$ cat src/rtl/muldiv_pkg.sv
// Shared definitions for the HI/LO multiply/divide unit: op encodings,
// controller states and the iteration count.
package muldiv_pkg;

    localparam logic [1:0] MD_MULT  = 2'b00;
    localparam logic [1:0] MD_MULTU = 2'b01;
    localparam logic [1:0] MD_DIV   = 2'b10;
    localparam logic [1:0] MD_DIVU  = 2'b11;

    localparam int MD_ITER = 32;

    typedef enum logic [1:0] {
        S_IDLE = 2'b00,
        S_RUN  = 2'b01,
        S_FIX  = 2'b10,
        S_DONE = 2'b11
    } md_state_e;

endpackage

$ cat src/rtl/muldiv_step.sv
// One iteration of the shared datapath: shift-add multiply step or
// restoring-divide step, both built around a single 33-bit add/subtract.
module muldiv_step (
    input  logic        mode_div,
    input  logic [31:0] hi_i,
    input  logic [31:0] lo_i,
    input  logic [31:0] opnd_i,
    output logic [31:0] hi_o,
    output logic [31:0] lo_o
);

    logic [32:0] a;
    logic [32:0] b;
    logic [33:0] s;
    logic        ge;

    always_comb begin
        a    = mode_div ? {hi_i, lo_i[31]} : {1'b0, hi_i};
        b    = (mode_div || lo_i[0]) ? {1'b0, opnd_i} : 33'd0;
        s    = mode_div ? ({1'b0, a} - {1'b0, b}) : ({1'b0, a} + {1'b0, b});
        ge   = ~s[33];
        hi_o = s[32:1];
        lo_o = {s[0], lo_i[31:1]};
        if (mode_div) begin
            // Partial remainder stays below the divisor, so 32 bits suffice.
            hi_o = ge ? s[31:0] : a[31:0];
            lo_o = {lo_i[30:0], ge};
        end
    end

endmodule

$ cat src/rtl/muldiv_ctrl.sv
// Multi-cycle MIPS-style mult/multu/div/divu unit owning the HI/LO registers,
// with mthi/mtlo writes and a stall output for requesters colliding with it.
module muldiv_ctrl
    import muldiv_pkg::*;
(
    input  logic        clock,
    input  logic        reset_n,
    input  logic        start,
    input  logic [1:0]  op,
    input  logic [31:0] Read_data_1,
    input  logic [31:0] Read_data_2,
    input  logic        hilo_we,
    input  logic        hilo_sel,
    input  logic        hilo_rd,
    output logic [31:0] Hi,
    output logic [31:0] Lo,
    output logic        busy,
    output logic        done,
    output logic        stall
);

    localparam logic [5:0] ITER_LAST = 6'(MD_ITER - 1);

    md_state_e   state_q, state_d;
    logic [5:0]  cnt_q, cnt_d;
    logic [1:0]  op_q, op_d;
    logic [31:0] opnd_q, opnd_d;
    logic [31:0] acc_hi_q, acc_hi_d;
    logic [31:0] acc_lo_q, acc_lo_d;
    logic        neg_res_q, neg_res_d;
    logic        neg_rem_q, neg_rem_d;
    logic        div0_q, div0_d;
    logic [31:0] dvd_q, dvd_d;
    logic [31:0] hi_q, hi_d;
    logic [31:0] lo_q, lo_d;

    logic        sgn_op, a_neg, b_neg;
    logic [31:0] a_mag, b_mag;
    logic [31:0] step_hi, step_lo;
    logic [63:0] prod_fix;
    logic [31:0] quo_fix, rem_fix;

    assign sgn_op = (op == MD_MULT) || (op == MD_DIV);
    assign a_neg  = sgn_op & Read_data_1[31];
    assign b_neg  = sgn_op & Read_data_2[31];
    assign a_mag  = a_neg ? -Read_data_1 : Read_data_1;
    assign b_mag  = b_neg ? -Read_data_2 : Read_data_2;

    assign prod_fix = neg_res_q ? -{acc_hi_q, acc_lo_q} : {acc_hi_q, acc_lo_q};
    assign quo_fix  = neg_res_q ? -acc_lo_q : acc_lo_q;
    assign rem_fix  = neg_rem_q ? -acc_hi_q : acc_hi_q;

    muldiv_step u_step (
        .mode_div (op_q[1]),
        .hi_i     (acc_hi_q),
        .lo_i     (acc_lo_q),
        .opnd_i   (opnd_q),
        .hi_o     (step_hi),
        .lo_o     (step_lo)
    );

    always_comb begin
        state_d   = state_q;
        cnt_d     = cnt_q;
        op_d      = op_q;
        opnd_d    = opnd_q;
        acc_hi_d  = acc_hi_q;
        acc_lo_d  = acc_lo_q;
        neg_res_d = neg_res_q;
        neg_rem_d = neg_rem_q;
        div0_d    = div0_q;
        dvd_d     = dvd_q;
        hi_d      = hi_q;
        lo_d      = lo_q;
        case (state_q)
            S_IDLE: begin
                if (start) begin
                    state_d   = S_RUN;
                    cnt_d     = '0;
                    op_d      = op;
                    neg_res_d = a_neg ^ b_neg;
                    neg_rem_d = a_neg;
                    div0_d    = op[1] && (Read_data_2 == '0);
                    dvd_d     = Read_data_1;
                    acc_hi_d  = '0;
                    // lo accumulator seeds with the operand that gets shifted out.
                    acc_lo_d  = op[1] ? a_mag : b_mag;
                    opnd_d    = op[1] ? b_mag : a_mag;
                end
            end
            S_RUN: begin
                acc_hi_d = step_hi;
                acc_lo_d = step_lo;
                cnt_d    = cnt_q + 6'd1;
                if (cnt_q == ITER_LAST) state_d = S_FIX;
            end
            S_FIX: begin
                state_d = S_DONE;
                if (!op_q[1]) begin
                    hi_d = prod_fix[63:32];
                    lo_d = prod_fix[31:0];
                end else if (div0_q) begin
                    hi_d = dvd_q;
                    lo_d = 32'hFFFF_FFFF;
                end else begin
                    hi_d = rem_fix;
                    lo_d = quo_fix;
                end
            end
            S_DONE:  state_d = S_IDLE;
            default: state_d = S_IDLE;
        endcase
        if (hilo_we && (state_q == S_IDLE)) begin
            if (hilo_sel) hi_d = Read_data_1;
            else          lo_d = Read_data_1;
        end
    end

    always_ff @(posedge clock or negedge reset_n) begin
        if (!reset_n) begin
            state_q   <= S_IDLE;
            cnt_q     <= '0;
            op_q      <= '0;
            opnd_q    <= '0;
            acc_hi_q  <= '0;
            acc_lo_q  <= '0;
            neg_res_q <= 1'b0;
            neg_rem_q <= 1'b0;
            div0_q    <= 1'b0;
            dvd_q     <= '0;
            hi_q      <= '0;
            lo_q      <= '0;
        end else begin
            state_q   <= state_d;
            cnt_q     <= cnt_d;
            op_q      <= op_d;
            opnd_q    <= opnd_d;
            acc_hi_q  <= acc_hi_d;
            acc_lo_q  <= acc_lo_d;
            neg_res_q <= neg_res_d;
            neg_rem_q <= neg_rem_d;
            div0_q    <= div0_d;
            dvd_q     <= dvd_d;
            hi_q      <= hi_d;
            lo_q      <= lo_d;
        end
    end

    assign Hi    = hi_q;
    assign Lo    = lo_q;
    assign busy  = (state_q != S_IDLE);
    assign done  = (state_q == S_DONE);
    assign stall = busy & (start | hilo_rd | hilo_we);

endmodule

$ cat config.mk
export PLATFORM = sky130hd
export DESIGN_NAME = muldiv_ctrl
export DESIGN_NICKNAME = d
export VERILOG_FILES = /design/src/rtl/muldiv_pkg.sv /design/src/rtl/muldiv_step.sv /design/src/rtl/muldiv_ctrl.sv
export SDC_FILE = /design/constraint.sdc
export NUM_CORES = 1
export LEC_CHECK = 0
export CAP_MARGIN = 20
export CORE_UTILIZATION = 55
export CTS_CLUSTER_SIZE = 12
export DETAILED_ROUTE_END_ITERATION = 8
export GPL_TIMING_DRIVEN = 0
export MAX_ROUTING_LAYER = met4
export PLACE_DENSITY = 0.87
export SLEW_MARGIN = 15
export SYNTH_ARGS = -nofsm -noshare
export SYNTH_HDL_FRONTEND = slang
export SYNTH_SLANG_ARGS = --single-unit
$ cat constraint.sdc
create_clock -name clock -period 6.05 [get_ports clock]
set_clock_uncertainty 0.2 [all_clocks]
set_input_delay 0.9075 -clock clock [delete_from_list [all_inputs] [get_ports clock]]
set_output_delay 0.9075 -clock clock [all_outputs]
set_load 0.02 [all_outputs]
* Word-level counts from Yosys, hierarchy flattened
Index checks and enable logic that the tools add are counted.
** Word-level totals
- Flip-flop bits (word level) :: 205
- Latch bits :: 0
- RAM bits :: 0
- Bits in read-only memories :: 0
- Memories kept :: 0
** Operators by class
- $add $sub $neg :: 8
- Multiply operators :: 0
- Div/mod/pow operators :: 0
- $lt $le $gt $ge :: 0
- Equal/unequal tests :: 7
- Shifts and indexed selects :: 0
- Muxes and demuxes :: 32
- Bitwise operators :: 7
- Reductions and logical operators :: 12
** Operators by type and width (number)
- 2-to-1 mux 32 bit :: 22
- negator 32 bit :: 4
- case mux 32 bit (2 select lines) :: 2
- 2-to-1 mux 64 bit :: 1
- negator 64 bit :: 1
- adder 33 x 33 -> 34 bit :: 1
- 2-to-1 mux 34 bit :: 1
- subtractor 33 x 33 -> 34 bit :: 1
- 2-to-1 mux 33 bit :: 1
- zero test 32 bit :: 1
- case mux 6 bit (2 select lines) :: 1
- case mux 2 bit (4 select lines) :: 1
- adder 6 x 1 -> 6 bit, second input constant :: 1
- == test 2 bit, second input constant :: 3
- == test 6 x 5 -> 1 bit, second input constant :: 1
- 2-to-1 mux 6 bit :: 1
- AND reduction 2 bit :: 3
- zero test 2 bit :: 2
- 2-to-1 mux 2 bit :: 2
- != test 2 bit, second input constant :: 2
- nonzero test 2 bit :: 2
- AND 1 bit :: 3
- == test 2 x 1 -> 1 bit, second input constant :: 1
- logical AND 1 bit :: 2
- 4 further kinds :: 6

* Depth between registers and ports, before layout
- Depth after elaboration :: 7
- Depth in mapped cells :: 26

* By module
From an unflattened synthesis, not the netlist that was laid out.
** Unflattened totals
- Cells, all modules :: 2167
- Area, all modules :: 17469.3 um^2
** By module, submodules not included
- muldiv_ctrl :: instances 1, cells an instance 1542, area an instance 13238.9 um^2
- muldiv_step :: instances 1, cells an instance 625, area an instance 4230.3 um^2

* Worst setup path before layout
No wires, ideal clock.
- Path type :: register to register
- Start point :: register op_q[1]
- End point :: register acc_hi_q[1]
- Setup time :: 0.090 ns
- Arrival :: 5.213 ns
- Path slack :: 0.547 ns
- Cell stages (with the launch flop) :: 25
- Clock period less this slack :: 5.503 ns
- Path through :: dfrtp_1 -> clkbuf_1 -> inv_1 -> clkbuf_1 -> nand2_1 -> nand2_1 -> ha_1 -> nor3b_1 -> nand4_1 -> nor2b_1 -> nor2_1 -> o21ai_0 -> a31oi_1 -> nand2_1 -> o21ai_0 -> ha_1 -> a21oi_1 -> nand2b_1 -> o31a_1 -> o21ba_2 -> o21ai_1 -> a21o_1 -> xnor2_4 -> mux2_2 -> o221ai_1
** On the way
- Word-level cells in the longest chain between the ends :: 7
** Ends and longest elaborated chain
- from (decl) :: line muldiv_ctrl.sv:26 : logic [1:0] op_q, op_d;
- from (signal assigned) :: line muldiv_ctrl.sv:136 : op_q <= op_d;
- logical OR 1 bit :: line muldiv_step.sv:19 : b = (mode_div || lo_i[0]) ? {1'b0, opnd_i} : 33'd0;
- 2-to-1 mux 32 bit :: line muldiv_step.sv:19
- adder 33 x 33 -> 34 bit or subtractor 33 x 33 -> 34 bit (tied branches) :: line muldiv_step.sv:20 : s = mode_div ? ({1'b0, a} - {1'b0, b}) : ({1'b0, a} + {1'b0, b});
- 2-to-1 mux 34 bit :: line muldiv_step.sv:20
- 2-to-1 mux 32 bit :: line muldiv_step.sv:26 : hi_o = ge ? s[31:0] : a[31:0];
- 2-to-1 mux 32 bit * :: line muldiv_step.sv:24 : if (mode_div) begin
- case mux 32 bit (2 select lines) * :: line muldiv_ctrl.sv:75 : case (state_q)
- to (signal assigned) :: line muldiv_ctrl.sv:138 : acc_hi_q <= acc_hi_d;
- to (decl) :: line muldiv_ctrl.sv:28 : logic [31:0] acc_hi_q, acc_hi_d;
Every way passes the cells marked *; elsewhere a longest branch is shown, timed or not.
A chain may end at the register's enable or synchronous reset.

* Worst setup path after layout
- Start point :: register op_q[1]
- End point :: register acc_hi_q[19]
Same word-level chain as after synthesis.

==> impl_metrics.ini <==
[yosys]
synthCells = 2178
synthTopCellsByArea = dfrtp_1 (30%), o21ai_0 (7.4%), xnor2_1 (6.5%), a21oi_1 (6.3%), mux2_2 (5.8%)
yosysSeqAreaShare_pct = 29.8
ys_ff_latch = 204
netlist_area_um2 = 17100
synth-edff-count = 0
synth_top_area_share_pct = 29.8
avgSynthCellArea_um2 = 7.87
synth_flop_cell = dfrtp_1
synth_most_common_cell = o21ai_0
ys_types = 74
synthTopCellsByCount = o21ai_0 (254), nand2_1 (240), a21oi_1 (216)
async_flop_share_pct = 100
synth_nets = 2293
yosysTopAreaCell = dfrtp_1
ys_warn_count = 0

[worst_setup_path]
rrSetupSlack_ns = 0.19
worstPathMaxFanout = 10
slowest_stage = clkbuf_1
reg2reg_from = op_q[1]
rr_worst_depth = 17
crit_top_cell = clkbuf_1
rr_endpoint = acc_hi_q[19]
path_cells = clkbuf_4 -> buf_1 -> clkbuf_1 -> clkbuf_1 -> nand2_1 -> o21ai_0 -> inv_1 -> fa_1 -> nand2b_1 -> a21oi_1 -> o2bb2ai_1 -> o31a_1 -> o21ai_1 -> a41oi_1 -> xnor2_2 -> o21a_1 -> a32o_1
start_kind = register
cp-end-kind = register
cp_data_required_time_ns = 6.26
critPathMaxStageDelay_ns = 0.62
cp_data_arrival_time_ns = 6.07
critPathKind = register to register

[placement]
post-dp-hpwl_um = 52300
place_ws_ns = -1.52
portBuffers = 130
dp.cells = 2706
placed_area_um2 = 19000
gp_congestion = 1.00

[power]
ir_drop_uv = 536
power_density_nw_per_um2 = 722
leakagePower_uw = 0.00753
fin_total_pwr_uw = 14400

[grt]
met1_usage_pct = 57.4
grt_max_degree = 98
grtUsageTotal_pct = 43.2
use_met2_pct = 62.5
grt_pass1_wl_um = 101000
grt_overflow = 0
grt_use_met3_pct = 8.40
grt_antenna_before_repair = 0
grt.busiest_layer = met2
grt_pass1_vias = 17000

[floorplan]
placementRows = 64
core-area_um2 = 30700
start_util_pct = 55.9
dieHeight_um = 179
dieWidth_um = 179
ios = 139
die-area_um2 = 31900

[timing]
period_minus_slack_ns = 5.86
finalSetupViolCount = 0
slew_headroom_pct = 34.4
finalCritPeriodShare_pct = 96.8
worst_slack_ns = 0.193
worstMarginPinSlew_ns = 0.975
report.final.slew_viol_count = 0
hold_violations = 0
grt_setup_unrepaired = false
fmax_mhz = 171

[clock_tree]
clockRootBuffer = clkbuf_16
insertion_delay_ns = 0.56
cts_sinks = 204
cts_buffers = 24
clkTransAtPathRegs_ns = 0.06
clk_path_buf_depth = 3
cts_max_level = 1
cts_tree = done

[finish]
post-route-util_pct = 65.2
syn2layout_area_growth_pct = 16.7
layout-drive-gt1-share_pct = 8.53
finalNetCount = 2457
instances_no_fill = 2752
diodes = 0
final_area_um2 = 20000

[detailed_routing]
route.detailed.drc = 0
viasPerCell = 6.74
wl_per_cell_um = 24.7
first_iter_violations = 2523
first_pass_iters = 6
vias = 18500
wl_um = 67900
ant_nets = 0

[hold_path]
holdPathEnd = dvd_q[26]
hold_path.class = register to register
hold_path.startpoint = dvd_q[26]
holdPathStages = 1

[run_status]
status = complete, no violations

[run]
cap_violations = 0
final cells by class:
type	instances	area [um2]
Buffer	180	711
Clock buffer	32	691
Clock inverter	8	115
Fill cell	2632	10700
Inverter	30	113
Multi-Input combinational cell	1762	11300
Sequential cell	204	5100
Tap cell	396	495
Timing Repair Buffer	140	1440
critical path: cells and delay by family (launching register included):
family	cells	cell delay (ns)
AO/OA/AOI/OAI	8	1.93
buffers and inverters	5	2.15
adder cells (fa/ha/maj)	1	0.47
AND/OR/NAND/NOR	2	0.31
XOR/XNOR	1	0.24
flip-flops	1	0.40
report_power, final:
part           internal, uW  switching, uW
Sequential             2030            595
Combinational          3900           6410
Clock                   885            622
repair_timing:
item	CTS	global route
gates resized for setup	22	16
hold endpoints to repair	19	0
pin swaps	3	4
buffers inserted	4	3
setup endpoints to repair	33	33
hold buffers	1	0
through the flow:
| step | setup TNS (ns) | hold WS [ns] |
|---|---|---|
| global route | 0 | 0.322 |
| floorplan | 0 | 0.250 |
| finish | 0 | 0.307 |
| global placement | -935.69 | 0.271 |
| CTS | 0 | 0.304 |
| detailed placement | -38.25 | 0.289 |
layout by cell type, fill, tap and decap left out, types with 53 or more instances in the layout:
cell type / n
o21ai_0: 250
nand2_1: 238
a21oi_1: 213
dfrtp_1: 204
nor2_1: 173
clkbuf_1: 148
clkdlybuf4s50_1: 129
xnor2_1: 127
mux2_2: 88
mux2i_1: 63
xor2_1: 53
flip-flops by register name, summed over array words and instances (netlist names):
signal	flops
Hi	32
neg_rem_q	1
op_q	1
cnt_q	6
state_q	2
acc_lo_q	32
opnd_q	32
dvd_q	32
acc_hi_q	32
div0_q	1
neg_res_q	1
Lo	32
layer usage:
layer / up-vias / routed length (um) / part of all wire [%]
li1: 8188 / - / -
met5: - / 0 / 0
met4: 0 / 4140 / 6.1
met3: 275 / 8030 / 12
met2: 1371 / 28400 / 42
met1: 8707 / 27400 / 40
how the worst max path moves through the flow:
stage | from | to | cells after the start
2_1_floorplan | op_q[1] | acc_hi_q[1] | 24
3_3_place_gp | reset_n | acc_hi_q[23] | 1
3_5_place_dp | op_q[1] | acc_hi_q[29] | 24
4_1_cts | op_q[1] | acc_hi_q[1] | 23
5_1_grt | op_q[1] | acc_hi_q[28] | 17
6_report | op_q[1] | acc_hi_q[19] | 17
cells by family (layout without fill, tap and decap cells):
| kind of cell | Yosys count | count (layout) | share of synthesized area (%) |
|---|---|---|---|
| muxes | 151 | 151 | 9.46 |
| xor gates and xnor gates | 182 | 182 | 9.40 |
| buffers and inverters | 212 | 390 | 4.79 |
| AOI/OAI and AO/OA | 711 | 711 | 24.4 |
| DFF | 204 | 204 | 29.8 |
| and+or+nand+nor | 675 | 675 | 19.0 |
| adders and majority gates | 43 | 43 | 3.18 |
(Power assumes the default switching activity.)
